**src/rtl/duc_dac_pkg.sv**
```systemverilog
// Shared encodings and the sample reduction helper for the DUC-to-DAC bridge.
package duc_dac_pkg;

  typedef enum logic [1:0] {
    MODE_DUC   = 2'd0,
    MODE_CONST = 2'd1,
    MODE_RAMP  = 2'd2,
    MODE_ZERO  = 2'd3
  } mode_e;

  typedef enum logic [1:0] {
    IDLE  = 2'd0,
    PRIME = 2'd1,
    RUN   = 2'd2
  } state_e;

  // Round half-up, arithmetic shift to out_w bits, saturate, optional MSB invert.
  // Caller sign-extends the sample to 32 bits and keeps the low out_w bits of the result.
  function automatic logic [31:0] fmt_sample(input logic signed [31:0] smp,
                                             input logic              offset_bin,
                                             input int unsigned       in_w,
                                             input int unsigned       out_w);
    logic signed [31:0] r;
    logic signed [31:0] hi;
    logic signed [31:0] lo;
    logic        [31:0] res;
    r  = (smp + (32'sd1 <<< (in_w - out_w - 1))) >>> (in_w - out_w);
    hi = (32'sd1 <<< (out_w - 1)) - 32'sd1;
    lo = -(32'sd1 <<< (out_w - 1));
    if (r > hi) begin
      r = hi;
    end else if (r < lo) begin
      r = lo;
    end
    res = r;
    res = res & ((32'd1 << out_w) - 32'd1);
    if (offset_bin) begin
      res[out_w-1] = ~res[out_w-1];
    end
    return res;
  endfunction

endpackage

```
**src/rtl/dd_sync_fifo.sv**
```systemverilog
// Single-clock show-ahead FIFO with synchronous flush and occupancy count.
module dd_sync_fifo #(
  parameter int unsigned WIDTH = 36,
  parameter int unsigned DEPTH = 8
) (
  input  logic                   clk_out1,
  input  logic                   rst,
  input  logic                   flush,
  input  logic                   wr_en,
  input  logic [WIDTH-1:0]       wr_data,
  input  logic                   rd_en,
  output logic [WIDTH-1:0]       rd_data,
  output logic                   full,
  output logic                   empty,
  output logic [$clog2(DEPTH):0] level
);
  localparam int unsigned AddrW = $clog2(DEPTH);
  localparam logic [AddrW:0] LvlFull = DEPTH[AddrW:0];

  logic [WIDTH-1:0] mem_q [DEPTH];
  logic [AddrW-1:0] wptr_q, wptr_d, rptr_q, rptr_d;
  logic [AddrW:0]   level_q, level_d;
  logic             do_wr, do_rd;

  assign full    = (level_q == LvlFull);
  assign empty   = (level_q == '0);
  assign level   = level_q;
  assign rd_data = mem_q[rptr_q];
  assign do_rd   = rd_en & ~empty;
  // A pop in the same cycle frees the slot, so a write to a full FIFO is still taken.
  assign do_wr   = wr_en & (~full | do_rd);

  always_comb begin
    wptr_d  = wptr_q;
    rptr_d  = rptr_q;
    level_d = level_q;
    if (flush) begin
      wptr_d  = '0;
      rptr_d  = '0;
      level_d = '0;
    end else begin
      if (do_wr) wptr_d = wptr_q + 1'b1;
      if (do_rd) rptr_d = rptr_q + 1'b1;
      case ({do_wr, do_rd})
        2'b10:   level_d = level_q + 1'b1;
        2'b01:   level_d = level_q - 1'b1;
        default: level_d = level_q;
      endcase
    end
  end

  always_ff @(posedge clk_out1 or posedge rst) begin
    if (rst) begin
      wptr_q  <= '0;
      rptr_q  <= '0;
      level_q <= '0;
    end else begin
      wptr_q  <= wptr_d;
      rptr_q  <= rptr_d;
      level_q <= level_d;
    end
  end

  always_ff @(posedge clk_out1) begin
    if (do_wr && !flush) mem_q[wptr_q] <= wr_data;
  end

endmodule

```
**src/rtl/duc_dac_bridge.sv**
```systemverilog
// DUC to Pmod DAC bridge: sample-rate clock enable, sample FIFO, width reduction and
// test-pattern generation, all in the clk_out1 domain.
module duc_dac_bridge
  import duc_dac_pkg::*;
#(
  parameter int unsigned           IN_W       = 18,
  parameter int unsigned           OUT_W      = 16,
  parameter int unsigned           DIV        = 4,
  parameter int unsigned           FIFO_DEPTH = 8,
  parameter int unsigned           PRIME_LVL  = 4,
  parameter logic [OUT_W-1:0]      CONST_RE   = 16'sh2000,
  parameter logic [OUT_W-1:0]      CONST_IM   = 16'sh0000
) (
  input  logic                          clk_out1,
  input  logic                          rst,
  input  logic                          enable,
  input  logic [1:0]                    mode,
  input  logic                          offset_bin,
  input  logic                          clear_flags,
  output logic                          duc_ce,
  input  logic                          in_valid,
  output logic                          in_ready,
  input  logic [IN_W-1:0]               in_re,
  input  logic [IN_W-1:0]               in_im,
  output logic                          dac_valid,
  output logic [OUT_W-1:0]              dac_re,
  output logic [OUT_W-1:0]              dac_im,
  output logic                          underflow,
  output logic                          overflow,
  output logic [$clog2(FIFO_DEPTH):0]   fifo_level
);
  localparam int unsigned CntW = (DIV > 2) ? $clog2(DIV) : 1;
  localparam int unsigned LvlW = $clog2(FIFO_DEPTH) + 1;
  localparam logic [CntW-1:0] CntMax = CntW'(DIV - 1);

  state_e            state_q, state_d;
  logic [CntW-1:0]   cnt_q, cnt_d;
  logic              duc_ce_q, duc_ce_d;
  logic [OUT_W-1:0]  ramp_q, ramp_d;
  logic [OUT_W-1:0]  re_q, re_d, im_q, im_d;
  logic              valid_q, valid_d;
  logic              unf_q, unf_d, ovf_q, ovf_d;

  mode_e             mode_sel;
  logic              play_tick, run_tick, flush, pop, wr_en, unf_set, ovf_set;
  logic              full, empty;
  logic [LvlW-1:0]   level;
  logic [2*IN_W-1:0] rd_data;
  logic signed [IN_W-1:0] rd_re, rd_im;
  logic signed [31:0] ext_re, ext_im;
  logic [OUT_W-1:0]  fmt_re, fmt_im;

  assign mode_sel  = mode_e'(mode);
  assign play_tick = (cnt_q == '0);
  assign run_tick  = (state_q == RUN) & enable & play_tick;
  assign flush     = (state_q == IDLE) | ~enable;
  assign pop       = run_tick & (mode_sel == MODE_DUC) & ~empty;
  assign in_ready  = ~full | pop;
  assign wr_en     = in_valid & in_ready & ~flush;
  assign ovf_set   = in_valid & ~in_ready & ~flush;

  dd_sync_fifo #(
    .WIDTH (2 * IN_W),
    .DEPTH (FIFO_DEPTH)
  ) u_fifo (
    .clk_out1 (clk_out1),
    .rst      (rst),
    .flush    (flush),
    .wr_en    (wr_en),
    .wr_data  ({in_re, in_im}),
    .rd_en    (pop),
    .rd_data  (rd_data),
    .full     (full),
    .empty    (empty),
    .level    (level)
  );

  assign rd_re  = rd_data[2*IN_W-1:IN_W];
  assign rd_im  = rd_data[IN_W-1:0];
  assign ext_re = 32'(rd_re);
  assign ext_im = 32'(rd_im);
  // Stored words stay two's complement; offset binary is applied at the pins.
  assign fmt_re = OUT_W'(fmt_sample(ext_re, 1'b0, IN_W, OUT_W));
  assign fmt_im = OUT_W'(fmt_sample(ext_im, 1'b0, IN_W, OUT_W));

  always_comb begin
    cnt_d    = (cnt_q == CntMax) ? '0 : cnt_q + 1'b1;
    duc_ce_d = (cnt_q == CntMax);
    state_d  = state_q;
    ramp_d   = ramp_q;
    re_d     = re_q;
    im_d     = im_q;
    valid_d  = 1'b0;
    unf_set  = 1'b0;

    case (state_q)
      IDLE:    if (enable) state_d = PRIME;
      PRIME: begin
        if (!enable) begin
          state_d = IDLE;
        end else if (level >= LvlW'(PRIME_LVL) || mode_sel != MODE_DUC) begin
          state_d = RUN;
        end
      end
      RUN:     if (!enable) state_d = IDLE;
      default: state_d = IDLE;
    endcase

    if (run_tick) begin
      valid_d = 1'b1;
      unique case (mode_sel)
        MODE_DUC: begin
          if (!empty) begin
            re_d = fmt_re;
            im_d = fmt_im;
          end else begin
            re_d    = '0;
            im_d    = '0;
            unf_set = 1'b1;
          end
        end
        MODE_CONST: begin
          re_d = CONST_RE;
          im_d = CONST_IM;
        end
        MODE_RAMP: begin
          re_d   = ramp_q;
          im_d   = ~ramp_q;
          ramp_d = ramp_q + 1'b1;
        end
        MODE_ZERO: begin
          re_d = '0;
          im_d = '0;
        end
      endcase
    end

    if (!enable) ramp_d = '0;

    unf_d = (unf_q & ~clear_flags) | unf_set;
    ovf_d = (ovf_q & ~clear_flags) | ovf_set;
  end

  always_ff @(posedge clk_out1 or posedge rst) begin
    if (rst) begin
      state_q  <= IDLE;
      cnt_q    <= '0;
      duc_ce_q <= 1'b0;
      ramp_q   <= '0;
      re_q     <= '0;
      im_q     <= '0;
      valid_q  <= 1'b0;
      unf_q    <= 1'b0;
      ovf_q    <= 1'b0;
    end else begin
      state_q  <= state_d;
      cnt_q    <= cnt_d;
      duc_ce_q <= duc_ce_d;
      ramp_q   <= ramp_d;
      re_q     <= re_d;
      im_q     <= im_d;
      valid_q  <= valid_d;
      unf_q    <= unf_d;
      ovf_q    <= ovf_d;
    end
  end

  assign duc_ce     = duc_ce_q;
  assign dac_valid  = valid_q;
  assign dac_re     = re_q ^ {offset_bin, {(OUT_W-1){1'b0}}};
  assign dac_im     = im_q ^ {offset_bin, {(OUT_W-1){1'b0}}};
  assign underflow  = unf_q;
  assign overflow   = ovf_q;
  assign fifo_level = level;

endmodule

```
**config.mk**
```make
export PLATFORM = sky130hd
export DESIGN_NAME = duc_dac_bridge
export DESIGN_NICKNAME = d
export VERILOG_FILES = /design/src/rtl/duc_dac_pkg.sv /design/src/rtl/dd_sync_fifo.sv /design/src/rtl/duc_dac_bridge.sv
export SDC_FILE = /design/constraint.sdc
export NUM_CORES = 1
export LEC_CHECK = 0
export ABC_AREA = 1
export CAP_MARGIN = 20
export CORE_ASPECT_RATIO = 0.7
export CORE_MARGIN = 4
export CORE_UTILIZATION = 32
export DETAILED_ROUTE_END_ITERATION = 10
export GPL_TIMING_DRIVEN = 0
export PLACE_DENSITY = 0.45
export SLEW_MARGIN = 20
export SYNTH_ARGS = -nofsm -noshare
export SYNTH_HDL_FRONTEND = slang
export SYNTH_SLANG_ARGS = --single-unit
```
**constraint.sdc**
```tcl
create_clock -name clk_out1 -period 3.8 [get_ports clk_out1]
set_input_delay 0.76 -clock clk_out1 [delete_from_list [all_inputs] [get_ports clk_out1]]
set_output_delay 0.76 -clock clk_out1 [all_outputs]
set_load 0.05 [all_outputs]
```
---- Yosys cells after proc, flatten, opt, wreduce, memory -nomap -nowiden ----
Memory sizes are Yosys's and may differ from the RTL's.
Index checks and enable logic that the tools add are counted.
storage, ports and cells
  input port bits ......................... 44
  register bits ........................... 66
  output and inout bits ................... 41
  bits in writable memories ............... 288
  word-level logic and storage cells ...... 109
  memories kept ........................... 1
memory list
  memory        words  width  rd ports  clocked after memory_dff  wr ports  line                RTL
  u_fifo.mem_q  8      36     1         0                         1         dd_sync_fifo.sv:20  logic [WIDTH-1:0] mem_q [DEPTH];
cells by class
  multiplexer cells ....................... 29
  magnitude comparators ................... 5
  eq/ne operators ......................... 14
  bitwise logic cells ..................... 26
  add/sub/neg operators ................... 8
  reduce and logical (&&, ||, !) cells .... 14
operators with widths
  kind                                                          number
  two-way mux 16 bit                                            9
  one-hot mux 16 bit (4 select lines)                           1
  one-hot mux 16 bit (3 select lines)                           1
  adder 18 x 3 -> 19 bit, second input constant                 2
  > comparator 17 x 16 -> 1 bit, second input constant          2
  less-than comparator 17 x 16 -> 1 bit, second input constant  2
  XOR 16 bit                                                    2
  adder 16 x 1 -> 16 bit, second input constant                 1
  inverter 16 bit                                               1
  bitwise AND 1 bit                                             12
  two-way mux 3 bit                                             4
  == test 2 bit, second input constant                          5
  two-way mux 2 bit                                             5
  one-hot mux 4 bit (2 select lines)                            1
  adder 3 x 1 -> 3 bit, second input constant                   2
  == test 2 x 1 -> 1 bit, second input constant                 3
  zero test 2 bit                                               3
  two-way mux 1 bit                                             6
  inverter 1 bit                                                6
  one-hot mux 2 bit (3 select lines)                            1
  nonzero test 2 bit                                            3
  OR 1 bit                                                      5
  adder 4 x 1 -> 4 bit, second input constant                   1
  == test 4 bit, second input constant                          1
  15 further kinds                                              17

---- Depth between registers and ports, before layout ----
  depth after elaboration ................. 12
  mapped depth ............................ 21

---- Modules after synthesis ----
A second synthesis with hierarchy kept.
unflattened totals
  cell total of the unflattened synthesis .. 1532
  area total of the unflattened synthesis .. 15806.4 µm²
by module, submodules not included
  module          area an instance (µm²)  cells each  sequential area each (µm²)  instances
  dd_sync_fifo    11979.0                 981         8898.5                      1
  duc_dac_bridge  3827.4                  551         1401.3                      1

---- Worst setup path after synthesis ----
OpenSTA, ideal clock, no wires.
  path type ............................... input-to-reg
  from .................................... input port enable
  to ...................................... memory u_fifo.mem_q[0][10] (enable)
  slack ................................... -0.036 ns
  setup time .............................. 0.425 ns
  path buffers ............................ 0
  cell stages on the path ................. 8
  data arrival time ....................... 3.410 ns
  cell sequence ........................... nand4_1 inv_1 nand2_1 nand2_1 nand2_1 inv_1 nand2_1 nor2_1
between the ends
  longest elaborated chain between the ends .. 11
ends and longest elaborated chain
  item                                     line                  RTL
  from (decl)                              duc_dac_bridge.sv:16  input logic enable,
  bitwise AND 1 bit (2 in a row)           duc_dac_bridge.sv:55  assign run_tick = (state_q == RUN) & enable & play_tick;
  via run_tick                             duc_dac_bridge.sv:45  logic play_tick, run_tick, flush, pop, wr_en, unf_set, ovf_set;
  bitwise AND 1 bit (2 in a row)           duc_dac_bridge.sv:57  assign pop = run_tick & (mode_sel == MODE_DUC) & ~empty;
  OR 1 bit                                 duc_dac_bridge.sv:58  assign in_ready = ~full | pop;
  via in_ready                             duc_dac_bridge.sv:22  output logic in_ready,
  bitwise AND 1 bit (2 in a row)           duc_dac_bridge.sv:59  assign wr_en = in_valid & in_ready & ~flush;
  bitwise AND 1 bit                        dd_sync_fifo.sv:31    assign do_wr = wr_en & (~full | do_rd);
  logical AND 1 bit                        dd_sync_fifo.sv:65    if (do_wr && !flush) mem_q[wptr_q] <= wr_data;
  two-way mux 1 bit                        dd_sync_fifo.sv:65
  two-way mux 1 bit (not written as such)  dd_sync_fifo.sv:65
  to (decl)                                dd_sync_fifo.sv:20
The timed path passes the listed nets, and every way through them passes these cells.

---- Worst setup path after layout ----
  from .................................... register u_fifo.rptr_q[2]
  to ...................................... register im_q[11]
between the ends
  longest elaborated chain between the ends .. 7
ends and longest elaborated chain
  item                                   line                   RTL
  from (decl)                            dd_sync_fifo.sv:21     logic [AddrW-1:0] wptr_q, wptr_d, rptr_q, rptr_d;
  from (signal assigned)                 dd_sync_fifo.sv:59     rptr_q <= rptr_d;
  memory (8 x 36 bit) *                  n/a
  adder 18 x 3 -> 19 bit *               duc_dac_pkg.sv:27      r = (smp + (32'sd1 <<< (in_w - out_w - 1))) >>> (in_w - out_w);
  less-than comparator 17 x 16 -> 1 bit  duc_dac_pkg.sv:32      end else if (r < lo) begin
  two-way mux 16 bit                     duc_dac_pkg.sv:32
  two-way mux 16 bit *                   duc_dac_pkg.sv:30      if (r > hi) begin
  two-way mux 16 bit *                   duc_dac_bridge.sv:113  if (!empty) begin
  one-hot mux 16 bit (3 select lines) *  duc_dac_bridge.sv:111  unique case (mode_sel)
  to (signal assigned)                   duc_dac_bridge.sv:161  im_q <= im_d;
  to (decl)                              duc_dac_bridge.sv:40   logic [OUT_W-1:0] re_q, re_d, im_q, im_d;
Mark *: on every way between the ends. The rest lies on a longest branch, timed or not.
A chain may end at the register's enable or synchronous reset.

==> impl_metrics.tcl <==
set metrics [dict create \
    status "completed" \
    crit_fanout 10 \
    vias 11888 \
    grt_max_degree 35 \
    syn_area_um2 15800 \
    synth_fp_nets 1737 \
    ir_worst_vdd_v 0.000225 \
    synthTopCellsByArea "edfxtp_1 52%, nand2_1 13%, dfrtp_1 10%, inv_1 5.0%, nand3_1 4.6%" \
    viasPerCell 4.75 \
    power_frac_comb_pct 12.7 \
    syn_to_final_growth_pct 20.8 \
    dieArea_um2 52900 \
    post-cts-setup-buffers 0 \
    hold_viol_final 0 \
    worst_ep_required_time_ns 4.27 \
    hp-start "cnt_q[0]$_DFF_PP0_" \
    min_period_over_period_pct 94.1 \
    power.switching_mw 2.29 \
    synth_edf_count 272 \
    fillers 4840 \
    io_buffers 82 \
    antenna_cells 0 \
    cp.arrival_ns 4.05 \
    ant_nets 0 \
    final_nets 1876 \
    drt-initial-drc-count 1130 \
    gr-total-overflow 0 \
    netlist_top_cells_count "527 x nand2_1, 272 x edfxtp_1, 209 x inv_1" \
    drv_cap 0 \
    p_seq_share_pct 47.8 \
    clk_pin_slew_ns 0.06 \
    ios 85 \
    hold_path.class "flip-flop to flip-flop" \
    synth_top_cell_area_share_pct 51.8 \
    p_leak_nw 8.01 \
    rows 67 \
    finalSetupViolCount 0 \
    syn_area_per_cell_um2 9.37 \
    min_period_ns 3.58 \
    synthDistinctLibCells 37 \
    rsz0062_at_grt "false" \
    grt_pass1_wl_um 74700 \
    dp.cells 2437 \
    critical_path_class "flip-flop to flip-flop" \
    numCtsBuffers 38 \
    finalSetupTns_ns 0 \
    area.sequential_um2 9820 \
    cts_sinks 338 \
    cts_tree "done" \
    synthArstFlopShare_pct 19.5 \
    die_w_um 273 \
    place_congestion 0.863 \
    clock_skew_ns 0.0305 \
    first_pass_iters 8 \
    yosysSeqAreaShare_pct 62.3 \
    slew_headroom_pct 40.3 \
    clockPowerShare_pct 39.5 \
    fmax_ghz 0.280 \
    cts_buffer_depth 3 \
    synth.most_common_cell "nand2_1" \
    p_int_mw 6.50 \
    drive_gt1_share_pct 8.87 \
    core_area_um2 48300 \
    grt.total_usage_pct 18.8 \
    syn_inst 1683 \
    wl_um 49400 \
    root_buffer "clkbuf_16" \
    grt_pass1_vias 11486 \
    synth.largest_area_cell "edfxtp_1" \
    clock_latency_ns 0.55 \
    ys_ff_latch 338 \
    hpwlAfterDp_um 34700 \
    crit-reg2reg-launch "u_fifo.rptr_q[2]$_DFFE_PP0P_" \
    worstMarginPinSlew_ns 0.895 \
    die_y_um 194 \
    synth_top_flop_cell "edfxtp_1" \
    yosysWarningCount 0 \
    final_cells 2503 \
    worstSetupStartpoint "u_fifo.rptr_q[2]$_DFFE_PP0P_" \
    htreeDepth 2 \
    power_density_nw_per_um2 462 \
    cp-start-kind "flip-flop" \
    p_sw_share_pct 26.1 \
    drcViolationCount 0 \
    multi_input_area_um2 4620 \
    antenna_found_initial 0 \
    drv_slew 0 \
    wl_per_cell_um 19.7 \
    initial_core_util_pct 32.7 \
    crit_path_end_kind "flip-flop" \
    cts_hold_buffers 0 \
]
-- metrics by stage --
step	total power [mW]	worst slack (ns)	util, %	hold slack (ns)	area (um2)
6_report	8.79	0.222	39.4	0.462	19000
5_1_grt	9.16	0.0124	39.4	0.491	19000
4_1_cts	8.90	0.00660	39.4	0.466	19000
3_5_place_dp	5.41	-0.541	37.0	0.452	17900
3_3_place_gp	5.38	-3.11	36.0	0.444	17400
2_1_floorplan	4.98	-0.0355	-	0.429	15800
-- critical path, stage by stage, from the launching register on --
cell and delay (ns):
dfrtp_1 0.31, buf_2 0.25, clkinv_1 0.36, clkbuf_1 0.49, nand3_1 0.23, nand2_1 0.21
inv_1 0.10, ha_1 0.16, nand3_1 0.13, nor2_1 0.19, nand3_1 0.18, nor2_1 0.20
nand2_1 0.07, nand2_1 0.08, nand2_2 0.10, buf_6 0.17, nand2_1 0.08, nand2_1 0.09
nand2_1 0.08
-- registers in the layout (all words and copies together) (netlist names) --
| name | cells |
|---|---|
| cnt_q | 2 |
| dac_valid | 1 |
| duc_ce | 1 |
| im_q | 16 |
| overflow | 1 |
| ramp_q | 16 |
| re_q | 16 |
| state_q | 2 |
| u_fifo.level | 4 |
| u_fifo.mem_q | 272 |
| u_fifo.rptr_q | 3 |
| u_fifo.wptr_q | 3 |
| underflow | 1 |
-- per-layer routing --
layer / routed length, um / part of all wire, % / GRT usage, %
met1: 24100 / 49 / 28.5
met2: 21500 / 43 / 28.6
met3: 3100 / 6.3 / 3.15
met4: 744 / 1.5 / 3.14
met5: 0 / 0 / 0
-- worst paths after layout --
check                                             end  slack (ns)  cells past startpoint
worst max-delay path             im_q[11]$_DFFE_PP0P_        0.22                     18
min in group asynchronous            duc_ce$_DFF_PP0_        0.59                      2
worst min register to register     cnt_q[0]$_DFF_PP0_        0.46                      1
max in group asynchronous       ramp_q[2]$_DFFE_PP0P_        2.64                      3
worst max register to register   im_q[11]$_DFFE_PP0P_        0.22                     18
worst min-delay path               cnt_q[0]$_DFF_PP0_        0.46                      1
-- kinds of logic (layout without fill, tap and decap cells) --
group	count (synthesis)	in the layout	synth area share, %
buffers and inverters	314	479	8.84
AND/OR/NAND/NOR	875	875	22.4
XOR/XNOR	18	18	1.00
adder cells (fa/ha/maj)	10	10	0.841
AO/OA/AOI/OAI	128	128	4.62
flip-flops	338	338	62.3
-- power groups by stage --
stage	clock [mW]	sequential (mW)	combinational, mW
6_report	3.47	4.20	1.12
5_1_grt	3.74	4.21	1.21
4_1_cts	3.56	4.21	1.13
3_5_place_dp	0	4.28	1.13
3_3_place_gp	0	4.29	1.09
2_1_floorplan	0	4.27	0.702
-- what timing repair did --
item,in CTS,in global routing
resized for setup,0,8
hold endpoints to repair,0,0
endpoints found under the setup margin,0,122
-- final cells by class --
| type | instances | share of cell area, % |
|---|---|---|
| plain buffers | 93 | 3.02 |
| clock buffers | 47 | 5.28 |
| clock inverters | 19 | 0.736 |
| inverters | 221 | 4.37 |
| multi-input cells | 1031 | 24.3 |
| flip-flops and latches | 338 | 51.6 |
| well taps | 655 | 4.30 |
| repair buffers | 99 | 6.46 |
-- cell usage in the layout, fill, tap and decap left out, types with 5 or more instances in the layout --
cell type,netlist,routed
clkdlybuf4s50_1,0,81
dfrtp_1,66,66
a21oi_1,15,15
nor2_4,0,8
o21ai_0,40,40
buf_4,40,40
clkbuf_1,16,24
clkbuf_16,0,39
ha_1,9,9
buf_12,0,8
nand2_1,527,526
clkinv_2,0,7
clkinv_1,6,13
o22ai_1,6,6
nor3_1,13,13
inv_2,6,6
nand4_1,9,9
xor2_1,14,14
buf_1,5,5
buf_2,28,24
a22oi_1,20,20
o21ai_1,35,35
nor2_1,171,162
buf_16,0,9
edfxtp_1,272,272
inv_1,209,208
nand3_1,144,143
Note: power is estimated with default switching activity, not from simulation.
